[src/rtl/antares_div_unit_pkg.sv]
// Shared constants and helpers for the iterative divider.
package antares_div_unit_pkg;

    localparam logic       ST_IDLE       = 1'b0;
    localparam logic       ST_BUSY       = 1'b1;
    localparam logic [4:0] ITER_LAST_CNT = 5'd31;

    // Two's-complement negate when neg is set; used for magnitude and sign fix-up.
    function automatic logic [31:0] neg_if(input logic neg, input logic [31:0] val);
        return neg ? (~val + 32'd1) : val;
    endfunction

endpackage

[src/rtl/antares_div_unit.sv]
// Radix-2 restoring divider, one quotient bit per cycle, signed or unsigned.
// State table: ST_IDLE | waiting for a start strobe ; ST_BUSY | running the 32 iterations
module antares_div_unit
    import antares_div_unit_pkg::*;
(
    input  logic        clk,
    input  logic        rst,
    input  logic        op_divs,
    input  logic        op_divu,
    input  logic        op_abort,
    input  logic [31:0] dividend,
    input  logic [31:0] divisor,
    output logic [31:0] quotient,
    output logic [31:0] remainder,
    output logic        div_stall,
    output logic        div_done
);

    logic        state_q,     state_d;
    logic [4:0]  cnt_q,       cnt_d;
    logic [32:0] rem_q,       rem_d;
    logic [31:0] quo_q,       quo_d;
    logic [31:0] dvsr_q,      dvsr_d;
    logic        neg_q_q,     neg_q_d;
    logic        neg_r_q,     neg_r_d;
    logic [31:0] quotient_q,  quotient_d;
    logic [31:0] remainder_q, remainder_d;
    logic        done_q,      done_d;

    logic        is_signed;
    logic        start_go;
    logic [33:0] shifted;
    logic [33:0] diff;
    logic        q_bit;
    logic [32:0] rem_next;
    logic [31:0] quo_next;

    assign is_signed = op_divs;
    assign start_go  = (op_divs | op_divu) & ~op_abort;

    // The partial remainder never exceeds 32 significant bits, so a 34-bit
    // trial subtraction gives a reliable sign in bit 33.
    assign shifted  = {rem_q, quo_q[31]};
    assign diff     = shifted - {2'b00, dvsr_q};
    assign q_bit    = ~diff[33];
    assign rem_next = q_bit ? diff[32:0] : shifted[32:0];
    assign quo_next = {quo_q[30:0], q_bit};

    always_comb begin
        state_d     = state_q;
        cnt_d       = cnt_q;
        rem_d       = rem_q;
        quo_d       = quo_q;
        dvsr_d      = dvsr_q;
        neg_q_d     = neg_q_q;
        neg_r_d     = neg_r_q;
        quotient_d  = quotient_q;
        remainder_d = remainder_q;
        done_d      = 1'b0;

        case (state_q)
            ST_IDLE: begin
                if (start_go) begin
                    state_d = ST_BUSY;
                    cnt_d   = ITER_LAST_CNT;
                    rem_d   = '0;
                    quo_d   = neg_if(is_signed & dividend[31], dividend);
                    dvsr_d  = neg_if(is_signed & divisor[31], divisor);
                    neg_q_d = is_signed & (dividend[31] ^ divisor[31]);
                    neg_r_d = is_signed & dividend[31];
                end
            end
            ST_BUSY: begin
                if (op_abort) begin
                    state_d = ST_IDLE;
                    cnt_d   = '0;
                end else begin
                    rem_d = rem_next;
                    quo_d = quo_next;
                    cnt_d = cnt_q - 5'd1;
                    if (cnt_q == 5'd0) begin
                        state_d = ST_IDLE;
                        // Divide-by-zero leaves the all-ones quotient uncorrected;
                        // the remainder correction restores the original dividend.
                        quotient_d  = neg_if(neg_q_q & (dvsr_q != 32'd0), quo_next);
                        remainder_d = neg_if(neg_r_q, rem_next[31:0]);
                        done_d      = 1'b1;
                    end
                end
            end
            default: state_d = ST_IDLE;
        endcase
    end

    always_ff @(posedge clk) begin
        if (rst) begin
            state_q     <= ST_IDLE;
            cnt_q       <= '0;
            rem_q       <= '0;
            quo_q       <= '0;
            dvsr_q      <= '0;
            neg_q_q     <= 1'b0;
            neg_r_q     <= 1'b0;
            quotient_q  <= '0;
            remainder_q <= '0;
            done_q      <= 1'b0;
        end else begin
            state_q     <= state_d;
            cnt_q       <= cnt_d;
            rem_q       <= rem_d;
            quo_q       <= quo_d;
            dvsr_q      <= dvsr_d;
            neg_q_q     <= neg_q_d;
            neg_r_q     <= neg_r_d;
            quotient_q  <= quotient_d;
            remainder_q <= remainder_d;
            done_q      <= done_d;
        end
    end

    assign quotient  = quotient_q;
    assign remainder = remainder_q;
    assign div_done  = done_q;
    assign div_stall = (state_q == ST_BUSY);

endmodule

[config.mk]
export PLATFORM = sky130hd
export DESIGN_NAME = antares_div_unit
export DESIGN_NICKNAME = d
export VERILOG_FILES = /design/src/rtl/antares_div_unit_pkg.sv /design/src/rtl/antares_div_unit.sv
export SDC_FILE = /design/constraint.sdc
export NUM_CORES = 1
export LEC_CHECK = 0
export ABC_AREA = 1
export CORE_MARGIN = 5
export CORE_UTILIZATION = 30
export CTS_CLUSTER_DIAMETER = 150
export DETAILED_ROUTE_END_ITERATION = 10
export PLACE_DENSITY = 0.59
export RECOVER_POWER = 100
export SYNTH_ARGS = -nofsm -noshare
export SYNTH_HDL_FRONTEND = slang
export SYNTH_SLANG_ARGS = --single-unit
export TNS_END_PERCENT = 100
[constraint.sdc]
create_clock -name clk -period 3.9 [get_ports clk]
set_clock_uncertainty 0.1 [all_clocks]
set_input_delay 1.17 -clock clk [delete_from_list [all_inputs] [get_ports clk]]
set_output_delay 1.17 -clock clk [all_outputs]
set_load 0.01 [all_outputs]
==> flow_summary.ini <==
[min_path]
holdCritPathClass = flip-flop to flip-flop
min_delay_path_depth = 2
origin_of_the_worst_min_delay_path = neg_q_q
worst_hold_path.endpoint = neg_q_q

[detailed_routing]
route.detailed.drc = 0
drt_pre_antenna_iters = 6
wire_per_inst_um = 16.3
route.final.wire_length_um = 48000
post_route_ant_nets = 0
via_count = 14400
first_iter_violations = 1309
drt-vias-per-instance = 4.91

[cells_and_area]
nNetsFinal = 2489
drive_above_1_share_pct = 14.3
layout_commonest_cell = sky130_fd_sc_hd__nand2_1
antennaDiodeCount = 0
finish.instance_area_um2 = 16800
finalNonFillerCells = 2940
areaGrowthSynthToFinish_pct = 30.4
leading_cell_types_in_the_layout_fill_and_taps_excluded = 610 x sky130_fd_sc_hd__nand2_1, 265 x sky130_fd_sc_hd__inv_1, 194 x sky130_fd_sc_hd__nor2_1

[timing]
setup_ws_ns = 0.238
final-hold-violation-count = 0
maxSlewHeadroom_pct = 25.4
final_period_minus_worst_setup_slack_ns = 3.66
maximum_clock_frequency_mhz = 273
final_count_of_pins_violating_max_slew = 0
fin_worst_hold_slack_ns = 0.373
layout_worst_path_cycle_share_pct = 93.9
setup_viol = 0
worst_slew_pin_slew_ns = 1.12

[run_status]
run_status = finished, final reports clean

[floorplanning]
design.die.area_um2 = 47300
die_width_um = 217
rows = 76
fp.coreArea_um2 = 42800
floorplan.initialDensity_pct = 30.2
die_h_um = 217
ioPinCount = 135

[critical_path]
timing.critical_path.mode_cell = sky130_fd_sc_hd__nand2_1
critical_r2r_launch = dvsr_q[26]
startpoint_type = flip-flop
worst_path_dominant_cell_family = simple AND/OR/NAND/NOR gates
crit-reg2reg-capture = quotient[26]
endpoint_kind = flip-flop
cp_slowest_cell = sky130_fd_sc_hd__dfxtp_2
critPathRequiredTime_ns = 4.15
critPathBufInv = 4
critPathKind = flip-flop to flip-flop
worst-r2r-setup-slack_ns = 0.24
worstPathCellList = inv_1, ha_4, a21oi_2, nor2_1, o21ai_1, nand2_1, a21oi_4, nand3_2, nand2_4, ha_4, nand2_1, nor3_2, nand2_1, inv_2, nand4_1, nor3b_2, nand2_1, nor3_2, nand2_1, buf_4, nand3_1, nand2_1, o221ai_2, inv_1
arrival_ns = 3.91
worst-r2r-cell-count = 24
maximum_fanout_encountered_on_the_critical_timing_path = 3
slowest_delay_ns = 0.34

[placement]
postPlaceCellArea_um2 = 15800
detailedPlacementHpwl_um = 37700
finalWeightedCongestion = 0.959
detailedPlace.worstSlack_ns = -0.181
place.port_buffers = 134
placed_cells_incl_taps = 2901

[synthesis]
synth_cell_type_count = 51
synth_area_um2 = 12900
avgSynthCellArea_um2 = 6.01
synth.net_count = 2257
yosysTopAreaCell = sky130_fd_sc_hd__dfxtp_1
ys_top_cells_by_area = sky130_fd_sc_hd__dfxtp_1 26%, sky130_fd_sc_hd__nand2_1 18%, sky130_fd_sc_hd__inv_1 8.1%, sky130_fd_sc_hd__a21oi_1 6.8%, sky130_fd_sc_hd__o21ai_0 6.4%
postSynthCellCount = 2149
number_of_warnings_issued_by_yosys = 0
ys_seq_area_share_pct = 26.4
ys_ff_latch = 170
synth.top_cell.area_share_pct = 26.4

[power]
power.density_nw_per_um2 = 310
p_int_w = 0.00344
switching_share_pct = 34.2
static-leakage-power_nw = 8.47
p_clk_share_pct = 35.2
worst_ir_drop_vdd_v = 0.000323
p_total_w = 0.00523
p_comb_share_pct = 27.7
p_seq_share_pct = 37.0
switching_pwr_w = 0.00179

[grt]
grt_usage_pct = 19.7
gr-total-overflow = 0
grt_antenna_before_repair = 1
grt_start_max_net_pins = 95
grt_first_pass_wirelength_um = 74000
first_global_vias = 13600

[cts]
tritoncts_clock_tree = done
cts_buffer_depth = 2
clkSinkCount = 170
clk-insertion-delay-late_ns = 0.47
cts_htree_levels = 4
cts_buffers = 17
path_clk_slew_ns = 0.07
root_buffer = sky130_fd_sc_hd__clkbuf_16

[run]
max_cap_violations = 0
[logic make-up after synthesis]
group | Yosys count | synth area share [%]
buffers and inverters | 366 | 11.2
xor gates and xnor gates | 83 | 5.63
adders and majority gates | 39 | 3.84
and+or+nand+nor | 1074 | 35.4
AOI/OAI and AO/OA | 417 | 17.6
DFF | 170 | 26.4
[per-layer routing]
metal	track usage [%]	vias to the layer above	routed length, µm
li1	-	7405	-
met5	0	-	0
met1	26.0	6598	21800
met2	33.0	374	23000
met4	7.08	0	1210
met3	2.68	62	1980
[final cells by class]
class,instances,area [µm²]
inverters,280,1050
well taps,546,683
flip-flops and latches,170,3450
fillers,4635,26000
multi-input cells,1613,8460
clock inverters,12,161
repair buffers,299,2590
clock buffers,20,447
[through the flow]
| step | utilization (%) | setup TNS (ns) |
|---|---|---|
| after global placement | 36.9 | -0.384 |
| final | 39.3 | 0 |
| after global routing | 39.3 | -0.00540 |
| after detailed placement | 36.9 | -0.637 |
| after floorplan | - | 0 |
| after CTS | 38.3 | 0 |
[worst register-to-register path, cell delays in order (launching register included)]
cell	delay, ns
sky130_fd_sc_hd__dfxtp_2	0.34
sky130_fd_sc_hd__inv_1	0.13
sky130_fd_sc_hd__ha_4	0.23
sky130_fd_sc_hd__a21oi_2	0.15
sky130_fd_sc_hd__nor2_1	0.08
sky130_fd_sc_hd__o21ai_1	0.14
sky130_fd_sc_hd__nand2_1	0.10
sky130_fd_sc_hd__a21oi_4	0.20
sky130_fd_sc_hd__nand3_2	0.13
sky130_fd_sc_hd__nand2_4	0.11
sky130_fd_sc_hd__ha_4	0.13
sky130_fd_sc_hd__nand2_1	0.07
sky130_fd_sc_hd__nor3_2	0.19
sky130_fd_sc_hd__nand2_1	0.09
sky130_fd_sc_hd__inv_2	0.06
sky130_fd_sc_hd__nand4_1	0.16
sky130_fd_sc_hd__nor3b_2	0.25
sky130_fd_sc_hd__nand2_1	0.11
sky130_fd_sc_hd__nor3_2	0.20
sky130_fd_sc_hd__nand2_1	0.10
sky130_fd_sc_hd__buf_4	0.14
sky130_fd_sc_hd__nand3_1	0.05
sky130_fd_sc_hd__nand2_1	0.09
sky130_fd_sc_hd__o221ai_2	0.16
sky130_fd_sc_hd__inv_1	0.05
[how the worst max path moves through the flow]
stage	from	cells after the start	to	slack [ns]
2_1_floorplan	dvsr_q[8]	26	quotient[30]	0.16
3_3_place_gp	dividend[2]	15	quo_q[31]	-0.15
3_5_place_dp	dividend[2]	15	quo_q[31]	-0.18
4_1_cts	dvsr_q[16]	25	remainder[10]	0.01
5_1_grt	dvsr_q[17]	26	quotient[26]	-0.005
6_report	dvsr_q[26]	24	quotient[26]	0.24
[flip-flops by register name (all words and copies together), names as in the netlist]
name       count
quo_q         32
cnt_q          5
neg_r_q        1
div_stall      1
dvsr_q        32
remainder     32
neg_q_q        1
rem_q         33
quotient      32
div_done       1
[power groups by stage]
stage / clock, W / combinational, W / sequential [W]
after floorplan: 0 / 0.000822 / 0.00195
after global placement: 0 / 0.00138 / 0.00197
after detailed placement: 0 / 0.00139 / 0.00197
after CTS: 0.00187 / 0.00140 / 0.00193
after global routing: 0.00195 / 0.00161 / 0.00195
final: 0.00184 / 0.00145 / 0.00194
[synthesized netlist by cell type, drive strengths merged]
library cell	count
a21boi	1
a21o	2
a21oi	179
a221oi	4
a31oi	10
and2	1
buf	27
clkbuf	59
clkinv	1
dfxtp	170
fa	1
ha	38
inv	279
nand2	641
nand3	127
nand3b	14
nand4	24
nor2	209
nor3	27
nor3b	3
nor4	19
o211ai	8
o21a	1
o21ai	185
o21bai	9
o221ai	10
o22ai	1
o2bb2ai	1
o31ai	6
or2	8
or3	1
xnor2	23
xor2	60
[timing repair]
item,4_1_cts,5_1_grt
pin swaps,0,21
hold buffers,0,0
buffers inserted,0,7
resized for setup,1,110
setup endpoints to repair,1,28
gates cloned,0,0
Note: power is estimated with default switching activity, not from simulation.
==> RTL change: new RTL, same flow settings <==
`dvsr_q` no longer has a reset.
--- a/src/rtl/antares_div_unit.sv
+++ b/src/rtl/antares_div_unit.sv
@@ -99,5 +99,4 @@
             rem_q       <= '0;
             quo_q       <= '0;
-            dvsr_q      <= '0;
             neg_q_q     <= 1'b0;
             neg_r_q     <= 1'b0;
@@ -110,5 +109,4 @@
             rem_q       <= rem_d;
             quo_q       <= quo_d;
-            dvsr_q      <= dvsr_d;
             neg_q_q     <= neg_q_d;
             neg_r_q     <= neg_r_d;
@@ -117,4 +115,8 @@
             done_q      <= done_d;
         end
+    end
+
+    always_ff @(posedge clk) begin
+        dvsr_q <= dvsr_d;
     end
 
Function: no difference found for any inputs over 4 cycles, from zero or initial values and one cycle with rst high; that may be too few to reach the edited logic, so the function may still have changed.
==> RTL change against the unedited design <==
Via count decreased by 12%; cell area decreased by 9.3%; count of clock-buffer cells in the layout decreased by 1; hold slack improved by 27 ps; total power decreased by 11%; register-to-register slack improved by 20 ps; synthesized area decreased by 4.6%; clock power decreased by 4%; non-clock buffer count decreased by 98; worst setup slack improved by 8.3 ps; highest routed layer unchanged; maximum frequency increased by 0.23%; sequential cell count unchanged; wire length decreased by 20%.
==> RTL change: results (changes against the unedited design) <==
global_routing:
  grt_usage_pct: 16.83  # was 19.69%
  antenna_found_initial: 0  # was 1
  grt_pass1_vias: 11700  # was 13550
  grt_pass1_wl_um: 61290  # was 73960 µm
  grt_max_degree: 71  # was 95
worst_setup_path:
  critPathTopFamily: "buffers and inverters"  # was simple AND/OR/NAND/NOR gates
  r2r_cells: 25  # was 24
  worstPathMaxFanout: 31  # was 3
  cp_slowest_stage_delay_ps: 1040  # was 340 ps
  critPathSlowestCell: "clkbuf_1"  # was dfxtp_2
  arrival_ps: 3920  # was 3910 ps
yosys:
  synth_common_cells: "529 x nand2_1, 234 x inv_1, 179 x nor2_1"  # was 617 x nand2_1, 277 x inv_1, 199 x nor2_1
  synthAdderAreaFrac_pct: 4.024  # was 3.838%
  synthTopCellsByArea: "dfxtp_1 22%, nand2_1 16%, edfxtp_1 7.8%, inv_1 7.1%, a21oi_1 6.1%"  # was dfxtp_1 26%, nand2_1 18%, inv_1 8.1%, a21oi_1 6.8%, o21ai_0 6.4%
  ys_types: 53  # was 51
  ys_seq_area_share_pct: 30.24  # was 26.36%
  synth_xor_area_share_pct: 7.043  # was 5.631%
  async_flop_share_pct: 0  # unchanged
  yosys_warnings: 0  # unchanged
  synth_compound_area_share_pct: 16.89  # was 17.55%
  synth_area_per_cell_um2: 6.436  # was 6.007 µm²
  synth_nets: 2021  # was 2257
  synth_edf_count: 32  # was 0
placed_design:
  dpl-instance-area_um2: 14510  # was 15770 µm²
  place_ws_ps: -256.8  # was -180.8 ps
  portBuffers: 134  # unchanged
  dpl.hpwl_um: 30690  # was 37740 µm
  dp_cells: 2576  # was 2901
  gp_congestion: 0.8989  # was 0.9586
outcome:
  status: "finished, final reports clean"  # unchanged
detailed_routing:
  vias: 12710  # was 14440
  first_pass_iters: 5  # was 6
  drt-initial-drc-count: 841  # was 1309
  wl_per_cell_um: 14.75  # was 16.32 µm
  vias_per_cell: 4.866  # was 4.911
clock_network:
  cts_resized: 0  # was 1
  cts.reportedPaths.clkPinSlew_ps: 80
  clk_latency_ps: 450  # was 470 ps
  clk_path_buf_depth: 2  # unchanged
finish:
  top_register: "rem_q"  # unchanged
  diodes: 0  # unchanged
  nNetsFinal: 2174  # was 2489
  drive_gt1_share_pct: 9.139  # was 14.33%
power_and_ir_drop:
  leakage_nw: 7.487  # was 8.470 nW
  vdd_drop_max_mv: 0.2625  # was 0.3225 mV
hold_path:
  min_path_type: "reg2reg"  # unchanged
sta:
  max_slew_margin_pct: 7.667  # was 25.39%
-- RTL change: cell count changes in the layout (fill, tap and decap cells not counted), sizes merged, moves of 27 or more --
cell,before,now
edfxtp,0,32
dfxtp,170,138
buf,154,53
nand3,127,92
a21oi,179,152
nand2,641,548
inv,284,243
-- RTL change: final timing paths --
kind | slack [ps] | endpoint | start
worst max-delay path | 250 | rem_q[19] | op_divs
worst min-delay path | 400 | cnt_q[4] | cnt_q[4]
worst max register to register | 260 | quotient[28] | dvsr_q[30]
worst min register to register | 400 | cnt_q[4] | cnt_q[4]
-- RTL change: metal layers --
layer / global-route usage (%) / wire length (µm) / vias to the layer above
li1: - / - / 6536
met1: 24.48 / 18610 / 5816
met2: 26.68 / 17190 / 327
met3: 2.523 / 2277 / 27
met4: 3.311 / 432 / 0
met5: 0 / 0 / -
-- RTL change: layout make-up --
class,count,area [µm²]
Clock buffer,19,452.9
Sequential cell,170,3729
Inverter,239,897.1
Clock inverter,13,151.4
Tap cell,532,665.6
Multi-Input combinational cell,1437,7516
Timing Repair Buffer,201,1849
Fill cell,4354,25480
-- RTL change: worst reg2reg max path, stage by stage (launching register included) --
cell and delay [ps]:
edfxtp_1 370, inv_1 100, ha_4 290, nand2_1 90, nor3_2 210, nand2_1 130, inv_1 110, a21oi_4 90
buf_12 140, nand2_4 80, nand2_4 70, nand2_4 90, ha_1 180, nand2_1 90, nor3_2 140, and3_1 190
and3_1 170, nand2_1 60, inv_1 80, nand3_1 80, inv_2 100, a31oi_1 110, a21oi_1 210, xnor2_1 80
o21ai_0 140, inv_1 50
-- RTL change: where the power goes --
part,total [mW],switching [mW],internal [mW]
Combinational,0.894,0.538,0.355
Sequential,1.98,0.0907,1.89
Clock,1.76,0.814,0.944
